`config.mk`:
```
export PLATFORM = sky130hd
export DESIGN_NAME = dmem_initiator
export DESIGN_NICKNAME = d
export VERILOG_FILES = /design/src/rtl/dmem_pkg.sv /design/src/rtl/dmem_initiator.sv
export SDC_FILE = /design/constraint.sdc
export NUM_CORES = 1
export LEC_CHECK = 0
export ABC_AREA = 1
export BUFFER_PORTS_ARGS = -buffer_cell sky130_fd_sc_hd__buf_2
export CAP_MARGIN = 0
export CORE_AREA = 2 2 155 157
export CTS_CLUSTER_DIAMETER = 80
export DETAILED_ROUTE_END_ITERATION = 7
export DIE_AREA = 0 0 157 159
export PLACE_DENSITY = 0.71
export SLEW_MARGIN = 0
export SYNTH_ARGS = -nofsm -noshare
export SYNTH_HDL_FRONTEND = slang
export SYNTH_SLANG_ARGS = --single-unit
export TNS_END_PERCENT = 1
```
`constraint.sdc`:
```
create_clock -name clk -period 2.7 [get_ports clk]
set_input_delay 0 -clock clk [delete_from_list [all_inputs] [get_ports clk]]
set_output_delay 0 -clock clk [all_outputs]
set_load 0.03 [all_outputs]
```
`src/rtl/dmem_pkg.sv`:
```
// Shared types and constants for the data-memory initiator and the pipeline
// status logic.
package dmem_pkg;

  typedef enum logic [1:0] {
    IDLE  = 2'd0,
    ISSUE = 2'd1,
    WAIT  = 2'd2,
    RESP  = 2'd3
  } dmem_state_t;

  localparam int DMEM_DEPTH_LOG2 = 8;
  localparam int DMEM_DATA_W     = 64;

  // Status encoding shared with the pipeline stat logic
  typedef enum logic [1:0] {
    STAT_AOK = 2'd0,
    STAT_ADR = 2'd1
  } dmem_stat_t;

endpackage

```
`src/rtl/dmem_initiator.sv`:
```
// Single-outstanding load/store initiator in front of data_memory.
// Optional bounds check on the request address: DMEM_BOUNDS_CHECK_EN.
module dmem_initiator
  import dmem_pkg::*;
#(
  parameter int ADDR_W     = 64,
  parameter int DATA_W     = DMEM_DATA_W,
  parameter int DEPTH_LOG2 = DMEM_DEPTH_LOG2
) (
  input  logic              clk,
  input  logic              rst_n,
  input  logic              req_valid,
  output logic              req_ready,
  input  logic              req_write,
  input  logic [ADDR_W-1:0] req_addr,
  input  logic [DATA_W-1:0] req_wdata,
  output logic              rsp_valid,
  input  logic              rsp_ready,
  output logic [DATA_W-1:0] rsp_rdata,
  output logic              rsp_err,
  output logic [ADDR_W-1:0] mem_addr,
  output logic [DATA_W-1:0] mem_wdata,
  output logic              mem_write,
  output logic              mem_read,
  input  logic [DATA_W-1:0] mem_rdata
);

  if (DEPTH_LOG2 < 1 || DEPTH_LOG2 >= ADDR_W) begin : g_param_check
    $error("dmem_initiator: DEPTH_LOG2 must lie in [1, ADDR_W-1]");
  end

  dmem_state_t       state_r;
  dmem_state_t       next_s;
  dmem_stat_t        acc_stat_s;
  logic              acc_s;
  logic              req_write_r;
  logic              req_err_r;
  logic              req_ready_r;
  logic              rsp_valid_r;
  logic              rsp_err_r;
  logic [DATA_W-1:0] rsp_rdata_r;
  logic [ADDR_W-1:0] mem_addr_r;
  logic [DATA_W-1:0] mem_wdata_r;
  logic              mem_write_r;
  logic              mem_read_r;

  assign acc_s = (state_r == IDLE) && req_valid;

  // Classify the incoming request address
  always_comb begin
    acc_stat_s = STAT_AOK;
`ifdef DMEM_BOUNDS_CHECK_EN
    if (req_addr[ADDR_W-1:DEPTH_LOG2] != {(ADDR_W-DEPTH_LOG2){1'b0}}) begin
      acc_stat_s = STAT_ADR;
    end else begin
      acc_stat_s = STAT_AOK;
    end
`endif
  end

  // Next-state logic
  always_comb begin
    next_s = state_r;
    case (state_r)
      IDLE:    if (req_valid) next_s = ISSUE; else next_s = IDLE;
      // Stores and rejected requests have no read data to wait for
      ISSUE:   if (req_write_r || req_err_r) next_s = RESP; else next_s = WAIT;
      WAIT:    next_s = RESP;
      RESP:    if (rsp_ready) next_s = IDLE; else next_s = RESP;
      default: next_s = IDLE;
    endcase
  end

  // State register and handshake flags, registered from the next state
  always_ff @(posedge clk or negedge rst_n) begin
    if (!rst_n) begin
      state_r     <= IDLE;
      req_ready_r <= 1'b1;
      rsp_valid_r <= 1'b0;
    end else begin
      state_r     <= next_s;
      req_ready_r <= (next_s == IDLE);
      rsp_valid_r <= (next_s == RESP);
    end
  end

  // Request capture, one-cycle memory strobes and response payload
  always_ff @(posedge clk or negedge rst_n) begin
    if (!rst_n) begin
      req_write_r <= 1'b0;
      req_err_r   <= 1'b0;
      rsp_err_r   <= 1'b0;
      rsp_rdata_r <= {DATA_W{1'b0}};
      mem_addr_r  <= {ADDR_W{1'b0}};
      mem_wdata_r <= {DATA_W{1'b0}};
      mem_write_r <= 1'b0;
      mem_read_r  <= 1'b0;
    end else begin
      mem_write_r <= 1'b0;
      mem_read_r  <= 1'b0;
      if (acc_s) begin
        req_write_r <= req_write;
        req_err_r   <= (acc_stat_s == STAT_ADR);
        rsp_err_r   <= (acc_stat_s == STAT_ADR);
        rsp_rdata_r <= {DATA_W{1'b0}};
        // A rejected address never reaches the memory pins
        if (acc_stat_s == STAT_AOK) begin
          mem_addr_r  <= req_addr;
          mem_wdata_r <= req_wdata;
          mem_write_r <= req_write;
          mem_read_r  <= !req_write;
        end
      end
      if (state_r == WAIT) begin
        rsp_rdata_r <= mem_rdata;
      end
    end
  end

  assign req_ready = req_ready_r;
  assign rsp_valid = rsp_valid_r;
  assign rsp_rdata = rsp_rdata_r;
  assign rsp_err   = rsp_err_r;
  assign mem_addr  = mem_addr_r;
  assign mem_wdata = mem_wdata_r;
  assign mem_write = mem_write_r;
  assign mem_read  = mem_read_r;

endmodule

```
Yosys cells after proc, flatten, opt, wreduce, memory -nomap -nowiden. Cells that the tools add are included.

Reduce and logical (&&, ||, !) cells: 5. Divide/modulo/power cells: 0. Order comparisons: 0. Add/subtract/negate cells: 0. Muxes and demuxes: 8. Bitwise logic cells: 0. Shifts and indexed selects: 0. Equal/unequal tests: 4. Multiply operators: 0.

Operators by type and width (count): $mux W64 (2); $pmux W2 S4 (1); $eq A2 B2 Y1 const B (3); $logic_not A2 Y1 (2); $mux W1 (4); $eq A2 B1 Y1 const B (1); $mux W2 (1); $reduce_bool A2 Y1 (1); $logic_and A1 B1 Y1 (1); $logic_not A1 Y1 (1).

Latch bits: 0. Memory bits (writable): 0. Output and inout bits: 197. Register bits: 199. Logic and storage cells: 26. Input bits: 197. Memories kept: 0. Bits in read-only memories: 0.

Depth between registers and ports, before layout. Gate-level depths: netlist of the first run.

Depth in word-level cells: 4. Gate-level depth with buffers: 7. Gate-level depth less buffers: 4.

Least setup slack after synthesis of the first run. No wires, ideal clock.

Path kind: reg2reg. From: register state_r[1]. To: register mem_addr_r[0], in the netlist mem_addr[0]. Stages on the path, launching flop included: 8. Data required time: 2582 ps. Buffers on the path: 3. Period minus slack after synthesis: 1172 ps. Setup slack: 1528 ps. Setup time: 118 ps. Arrival time: 1055 ps. Cell sequence: dfrtp_1 -> buf_4 -> nor2_4 -> nand2_2 -> buf_6 -> buf_6 -> nand2_1 -> nand2_1.

Word-level cells in the longest chain between the ends: 2.

RTL lines: from (decl) (line dmem_initiator.sv:32) `dmem_state_t state_r;`; from (signal assigned) (line dmem_initiator.sv:81) `state_r <= next_s;`; $logic_not A2 Y1 (line dmem_initiator.sv:47) `assign acc_s = (state_r == IDLE) && req_valid;`; $logic_and A1 B1 Y1 (line dmem_initiator.sv:47); to (signal assigned) (line dmem_initiator.sv:94) `mem_addr_r <= {ADDR_W{1'b0}};`; to (signal assigned) (line dmem_initiator.sv:108) `mem_addr_r <= req_addr;`; to (decl) (line dmem_initiator.sv:42) `logic [ADDR_W-1:0] mem_addr_r;`.

No other way between the ends. A chain may end at the register's enable or synchronous reset.

Worst setup path after layout of the first run.
From: register state_r[1]. To: register rsp_rdata_r[15], in the netlist rsp_rdata[15].

Word-level cells in the longest chain between the ends: 3. Elaborated cells on any way between the ends: 5. Classes of those cells: 1 x eq/ne; 1 x mux; 3 x reduce/logical.

RTL lines: $logic_not A2 Y1 (line dmem_initiator.sv:47); $logic_and A1 B1 Y1 (line dmem_initiator.sv:47); $reduce_bool A2 Y1 (no line); to (signal assigned) (line dmem_initiator.sv:93) `rsp_rdata_r <= {DATA_W{1'b0}};`; to (signal assigned) (line dmem_initiator.sv:105) `rsp_rdata_r <= {DATA_W{1'b0}};`; to (signal assigned) (line dmem_initiator.sv:115) `rsp_rdata_r <= mem_rdata;`; to (decl) (line dmem_initiator.sv:41) `logic [DATA_W-1:0] rsp_rdata_r;`.

Parallel ways exist; a longest one is shown, timed or not.

==> results.py, run 1 <==
metrics = {
    "run_status": {
        "run_status": "finished, final reports clean",
    },
    "global_route": {
        "grt_pass1_wl_um": 42270,
        "grt_usage_pct": 20.97,
        "globalRouteMet3Util_pct": 5.498,
        "pin_count_of_the_biggest_net_entering_global_routing": 129,
        "grt.overflow.total": 0,
        "grt_antenna_before_repair": 1,
        "met2_usage_pct": 36.06,
        "global_route.peak_usage_layer": "met2",
        "first_global_vias": 8412,
        "groute.layer.met1.usage_pct": 24.84,
    },
    "timing": {
        "max-slew-margin-rel_pct": 40.43,
        "totalNegativeSetupSlack_ps": 0,
        "grt_setup_unrepaired": "false",
        "final.hold.worst_slack_ps": 138.5,
        "maxClockFrequency_mhz": 518.6,
        "drv_slew": 0,
        "post-route-worst-setup-slack_ps": 771.8,
        "clock_period_minus_final_worst_setup_slack_ps": 1928,
        "report.final.hold_viol_count": 0,
        "timing_worst_slew_pin_value_ps": 890.2,
        "setup-violations-final": 0,
        "layout_worst_path_cycle_share_pct": 71.41,
        "clock_tree_skew_after_final_layout_ps": 15.47,
    },
    "synth": {
        "syn-mean-instance-area_sq_um": 9.126,
        "yosys_register_bits": 199,
        "seq_area_frac_synth_pct": 63.46,
        "synth.area.top_cells": "dfrtp_1 (63%), nand2_1 (19%), nand3_1 (12%), buf_2 (2.6%), buf_6 (1.0%)",
        "synth_top_area_share_pct": 63.13,
        "synth_cell_type_count": 18,
        "post_synthesis_cell_count": 860,
        "synth_largest_area_cell": "dfrtp_1",
        "synth_area_sq_um": 7849,
        "syn-num-nets": 1057,
        "ys.warnings.count": 0,
    },
    "die": {
        "rows": 56,
        "die_height_um": 159,
        "core_area_sq_um": 23190,
        "dieArea_sq_um": 24960,
        "starting_density_of_the_core_pct": 33.84,
        "ios": 394,
        "die_w_um": 157,
    },
    "detailed_routing": {
        "drc": 0,
        "detail-route-antenna-nets": 0,
        "post_drt_wl_per_cell_um": 15.43,
        "detail_route.wirelength_um": 26910,
        "vias": 8321,
        "routed_via_density": 4.771,
        "first_iter_violations": 770,
        "detailedRoute.firstPassIterationCount": 5,
    },
    "setup_path": {
        "worst_setup_path_start_kind": "flip-flop",
        "critical_path.startpoint": "state_r[1]",
        "reg2reg_slack_ps": 770,
        "critPathCapture": "rsp_rdata[15]",
        "cp_data_required_time_ps": 3050,
        "arrival_ps": 2280,
        "cpLargestDelayFamily": "compound AO/OA/AOI/OAI gates",
        "r2r_end": "rsp_rdata[15]",
        "cp_cell_sequence": "o21ai_4 > buf_4 > nand2_1 > nand2_1",
        "timing.critical_path.mode_cell": "nand2_1",
        "critical_path_cell_count": 4,
        "cp_slowest_stage_delay_ps": 720,
        "worst-r2r-cell-count": 4,
        "worst_setup_path_end_kind": "flip-flop",
        "critical_path_buf_inv_count": 1,
        "critical_path.max_fanout": 35,
        "rr_startpoint": "state_r[1]",
        "worst_path_max_delay_cell": "o21ai_4",
        "setup.worst_path.class": "flip-flop to flip-flop",
    },
    "clock_tree": {
        "tritoncts": "yes",
        "clock-sinks": 199,
        "cts_root_buf": "clkbuf_16",
        "cts.path.max_buffers": 2,
        "clk_latency_ps": 430,
        "cts-resized-gates": 0,
        "cts_max_level": 4,
        "cts_setup_buffers": 0,
        "post_cts_hold_buffer_count": 195,
        "numCtsBuffers": 17,
        "clk_transition_reported_paths_ps": 80,
    },
    "layout": {
        "most_common_library_cell_in_the_layout_ignoring_fill_and_taps": "buf_2",
        "area_growth_syn_to_fin_pct": 59.38,
        "finalNetCount": 1608,
        "mostFrequentLayoutCells": "buf_2 (390), nand2_1 (389), dfrtp_1 (197)",
        "post_route_cells_drive_above_1_share_pct": 30.69,
    },
    "placement": {
        "dp_hpwl_um": 15650,
        "gp_congestion": 0.7682,
        "place_ws_ps": 879.8,
        "port_buffers": 392,
    },
    "min_path": {
        "path_category_of_the_worst_min_delay_check": "input port to flip-flop",
    },
    "job": {
        "max_cap_viol_count": 0,
    },
    "power": {
        "power.leakage_nw": 7.003,
        "power_density_nw_per_um2": 1185,
        "peak_supply_drop_uv": 654.1,
    },
}
tightest hold or removal path: cells and delay by family:
| kind | cells | cell delay (ps) |
|---|---|---|
| buffers and inverters | 1 | 270 |
| AND/OR/NAND/NOR | 2 | 220 |
state kept, by name (all words and copies together) (netlist names):
name	count
rsp_valid	1
mem_read	1
req_write_r	1
mem_addr	64
rsp_rdata	64
state_r	2
mem_wdata	64
req_ready	1
mem_write	1
where the power goes:
| group | internal, mW | total [mW] | switching (mW) |
|---|---|---|---|
| Combinational | 1.98 | 7.26 | 5.28 |
| Clock | 1.24 | 2.49 | 1.25 |
| Sequential | 4.33 | 5.07 | 0.744 |
how the worst min path moves through the flow:
stage	start	to	slack (ps)	cells after the start
3_3_place_gp	rst_n	mem_wdata[13]	110	1
4_1_cts	req_valid	mem_wdata[22]	120	3
2_1_floorplan	rst_n	mem_addr[0]	-300	0
6_report	req_valid	mem_addr[60]	140	3
3_5_place_dp	rst_n	mem_wdata[12]	110	1
5_1_grt	req_valid	mem_addr[60]	150	3
per-stage QoR:
step / instances / instance area (sq um) / total power, mW / util (%)
floorplan: 860 / 7849 / 9.878 / -
global route: 1744 / 12510 / 15.71 / 53.94
detailed placement: 1516 / 9987 / 12.04 / 43.06
global placement: 1516 / 9987 / 11.91 / 43.06
CTS: 1743 / 12510 / 14.79 / 53.93
finish: 1744 / 12510 / 14.82 / 53.94
Yosys cell counts (all sizes together):
master and n:
conb 1, nor2 5, inv 3, nand2 390
o21ai 4, dfstp 1, clkbuf 7, dfrtp 198
nand3 194, buf 57
metal layers:
metal	wire, um	up-vias	part of all wire [%]
met2	13370	438	50
met5	0	-	0
met3	2145	68	8.0
met1	10490	3965	39
met4	901	0	3.3
li1	-	3850	-
cell type report:
class	instances	area (sq um)
Clock buffer	19	432.9
Sequential cell	199	4982
Timing Repair Buffer	596	4043
Inverter	3	11.26
Clock inverter	13	135.1
Antenna cell	1	2.502
Multi-Input combinational cell	594	2504
Tap cell	319	399.1
Fill cell	1922	10680
kinds of logic after synthesis:
logic type / synth area share, %
other cells: 0.04778
flops: 63.46
compound gates: 0.3985
buf+inv: 4.703
simple gates: 31.39
(Power assumes the default switching activity.)
==> run 2, diff against run 1 <==
--- a/config.mk
+++ b/config.mk
@@ -5,14 +5,14 @@
 export SDC_FILE = /design/constraint.sdc
 export NUM_CORES = 1
 export LEC_CHECK = 0
-export ABC_AREA = 1
+export ABC_AREA = 0
 export BUFFER_PORTS_ARGS = -buffer_cell sky130_fd_sc_hd__buf_2
 export CAP_MARGIN = 0
-export CORE_AREA = 2 2 155 157
+export CORE_AREA = 2 2 151 153
 export CTS_CLUSTER_DIAMETER = 80
 export DETAILED_ROUTE_END_ITERATION = 7
-export DIE_AREA = 0 0 157 159
-export PLACE_DENSITY = 0.71
+export DIE_AREA = 0 0 153 155
+export PLACE_DENSITY = 0.74
 export SLEW_MARGIN = 0
 export SYNTH_ARGS = -nofsm -noshare
 export SYNTH_HDL_FRONTEND = slang
==> constraint.sdc (replaced) <==
create_clock -name clk -period 1.6 [get_ports clk]
set_input_delay 0 -clock clk [delete_from_list [all_inputs] [get_ports clk]]
set_output_delay 0 -clock clk [all_outputs]
set_load 0.03 [all_outputs]
==> results.py, run 2 <==
metrics = {
    "layout": {
        "mostFrequentLayoutCells": "buf_2 (391), dfrtp_1 (198), dlygate4sd3_1 (196)",
        "finalNetCount": 1241,
        "most_common_library_cell_in_the_layout_ignoring_fill_and_taps": "buf_2",
        "n_fill_cell": 1693,
        "post_route_cells_drive_above_1_share_pct": 47.21,
        "multiInputGateArea_sq_um": 2135,
        "area_growth_syn_to_fin_pct": 69.83,
        "fin_cells": 1343,
        "layout.area.seq_sq_um": 4981,
    },
    "clock_tree": {
        "cts.path.max_buffers": 2,
        "clk_latency_ps": 420,
        "clk_transition_reported_paths_ps": 80,
        "cts-resized-gates": 0,
        "cts_root_buf": "clkbuf_16",
        "cts_max_level": 4,
        "clock-sinks": 199,
        "tritoncts": "yes",
        "numCtsBuffers": 17,
    },
    "die": {
        "die_height_um": 155,
        "rows": 55,
        "ios": 394,
        "starting_density_of_the_core_pct": 32.87,
        "dieArea_sq_um": 23720,
        "die_w_um": 153,
        "core_area_sq_um": 22230,
    },
    "timing": {
        "max-slew-margin-rel_pct": 65.62,
        "post-route-worst-setup-slack_ps": 18.35,
        "timing_worst_slew_pin_value_ps": 515.7,
        "drv_slew": 0,
        "setup-violations-final": 0,
        "clock_tree_skew_after_final_layout_ps": 13.02,
        "grt_setup_unrepaired": "true",
        "maxClockFrequency_mhz": 632.3,
        "clock_period_minus_final_worst_setup_slack_ps": 1582,
        "report.final.hold_viol_count": 0,
        "layout_worst_path_cycle_share_pct": 98.85,
    },
    "global_route": {
        "first_global_vias": 6659,
        "grt_pass1_wl_um": 35050,
        "pin_count_of_the_biggest_net_entering_global_routing": 58,
        "grt.overflow.total": 0,
        "grt_usage_pct": 18.68,
        "grt_antenna_before_repair": 1,
    },
    "job": {
        "max_cap_viol_count": 0,
    },
    "synth": {
        "synth_top_area_share_pct": 67.81,
        "syn-mean-instance-area_sq_um": 16.68,
        "synth_area_sq_um": 7307,
        "synth_cell_type_count": 21,
        "yosys_register_bits": 199,
        "syn-num-nets": 635,
        "synthFlopType": "dfrtp_1",
        "synth_commonest_cells": "dfrtp_1 (198), mux2_1 (88), a22o_1 (64), mux2_2 (41), buf_2 (15)",
        "synth.area.top_cells": "dfrtp_1 (68%), mux2_1 (14%), a22o_1 (7.7%), mux2_2 (6.3%), buf_6 (1.4%)",
        "yosys.cell_count.top_type": "dfrtp_1",
        "post_synthesis_cell_count": 438,
        "synth_largest_area_cell": "dfrtp_1",
        "seq_area_frac_synth_pct": 68.17,
        "synth_enable_flop_cells": 0,
        "ys.warnings.count": 0,
        "async_flop_share_pct": 100.0,
    },
    "setup_path": {
        "critical_path_cell_count": 4,
        "cp_cell_sequence": "nor3b_4 > buf_4 > buf_12 > mux2_1",
        "reg2reg_slack_ps": 20,
        "critical_path.max_fanout": 24,
        "critical_path_buf_inv_count": 2,
        "worst_path_max_delay_cell": "dfrtp_1",
        "cp_slowest_stage_delay_ps": 420,
        "critical_path.startpoint": "state_r[1]",
        "critPathCapture": "mem_wdata[42]",
        "setup.worst_path.class": "flip-flop to flip-flop",
        "r2r_end": "mem_wdata[42]",
        "rr_startpoint": "state_r[1]",
        "worst_setup_path_end_kind": "flip-flop",
        "worst-r2r-cell-count": 4,
        "arrival_ps": 1870,
        "cpLargestDelayFamily": "buffers and inverters",
        "cp_data_required_time_ps": 1890,
        "worst_setup_path_start_kind": "flip-flop",
    },
    "power": {
        "finalPower_mw": 25.67,
        "power.leakage_nw": 6.206,
        "power_density_nw_per_um2": 2069,
        "peak_supply_drop_uv": 1296,
    },
    "detailed_routing": {
        "detailedRoute.firstPassIterationCount": 5,
        "first_iter_violations": 256,
        "detail-route-antenna-nets": 0,
        "detail_route.wirelength_um": 22550,
        "vias": 6161,
        "drc": 0,
        "post_drt_wl_per_cell_um": 16.79,
        "routed_via_density": 4.587,
    },
    "placement": {
        "port_buffers": 392,
        "dp_hpwl_um": 13670,
        "gp_congestion": 0.7752,
        "place_inst": 1109,
        "place_ws_ps": 61.28,
    },
    "min_path": {
        "path_category_of_the_worst_min_delay_check": "input port to asynchronous set/reset pin",
    },
    "run_status": {
        "run_status": "finished, final reports clean",
    },
}
-- run 2: timing repair --
action                                  4_1_cts  5_1_grt
hold endpoints to repair                    398        0
endpoints found under the setup margin        0       67
hold buffers                                196        0
buffers inserted                              0        5
-- run 2: power by group --
part           internal [mW]  total (mW)  switching, mW  leakage [nW]
registers               7.48        8.78           1.30          2.42
logic                   4.44        12.3           7.90          3.47
clock network           2.46        4.55           2.09         0.311
total                   14.4        25.7           11.3          6.21
-- run 2: cell families after synthesis --
logic type / synth area share (%)
flops: 68.17
mux: 19.88
compound gates: 8.116
buf+inv: 2.877
simple gates: 0.9075
other cells: 0.05132
-- run 2: final cells by class --
type,instances,share of cell area [%]
diodes,1,0.02017
clock buffers,18,3.539
clock inverters,14,1.613
multi-input cells,208,17.20
flip-flops and latches,199,40.14
well taps,285,2.874
repair buffers,618,34.61
-- run 2: worst min-delay path by stage --
stage	end
final	mem_wdata[16]
after detailed placement	mem_wdata[11]
after CTS	mem_wdata[16]
after floorplan	mem_addr[0]
after global placement	mem_wdata[16]
after global routing	mem_wdata[16]
-- run 2: layer usage --
metal | global-route usage (%) | wire, um
met1 | 21.37 | 8771
met2 | 33.46 | 11740
met3 | 5.265 | 1472
met4 | 6.878 | 572
met5 | 0 | 0
-- run 2: stage by stage --
step                TNS [ps]  cell area, sq um  util (%)  hold slack (ps)
floorplan                  0              7307         -           -295.6
global placement           0              9756     43.89            4.576
detailed placement         0              9756     43.89            13.98
CTS                        0             12360     55.59            103.3
global route          -448.2             12410     55.83            116.9
finish                     0             12410     55.83            102.5
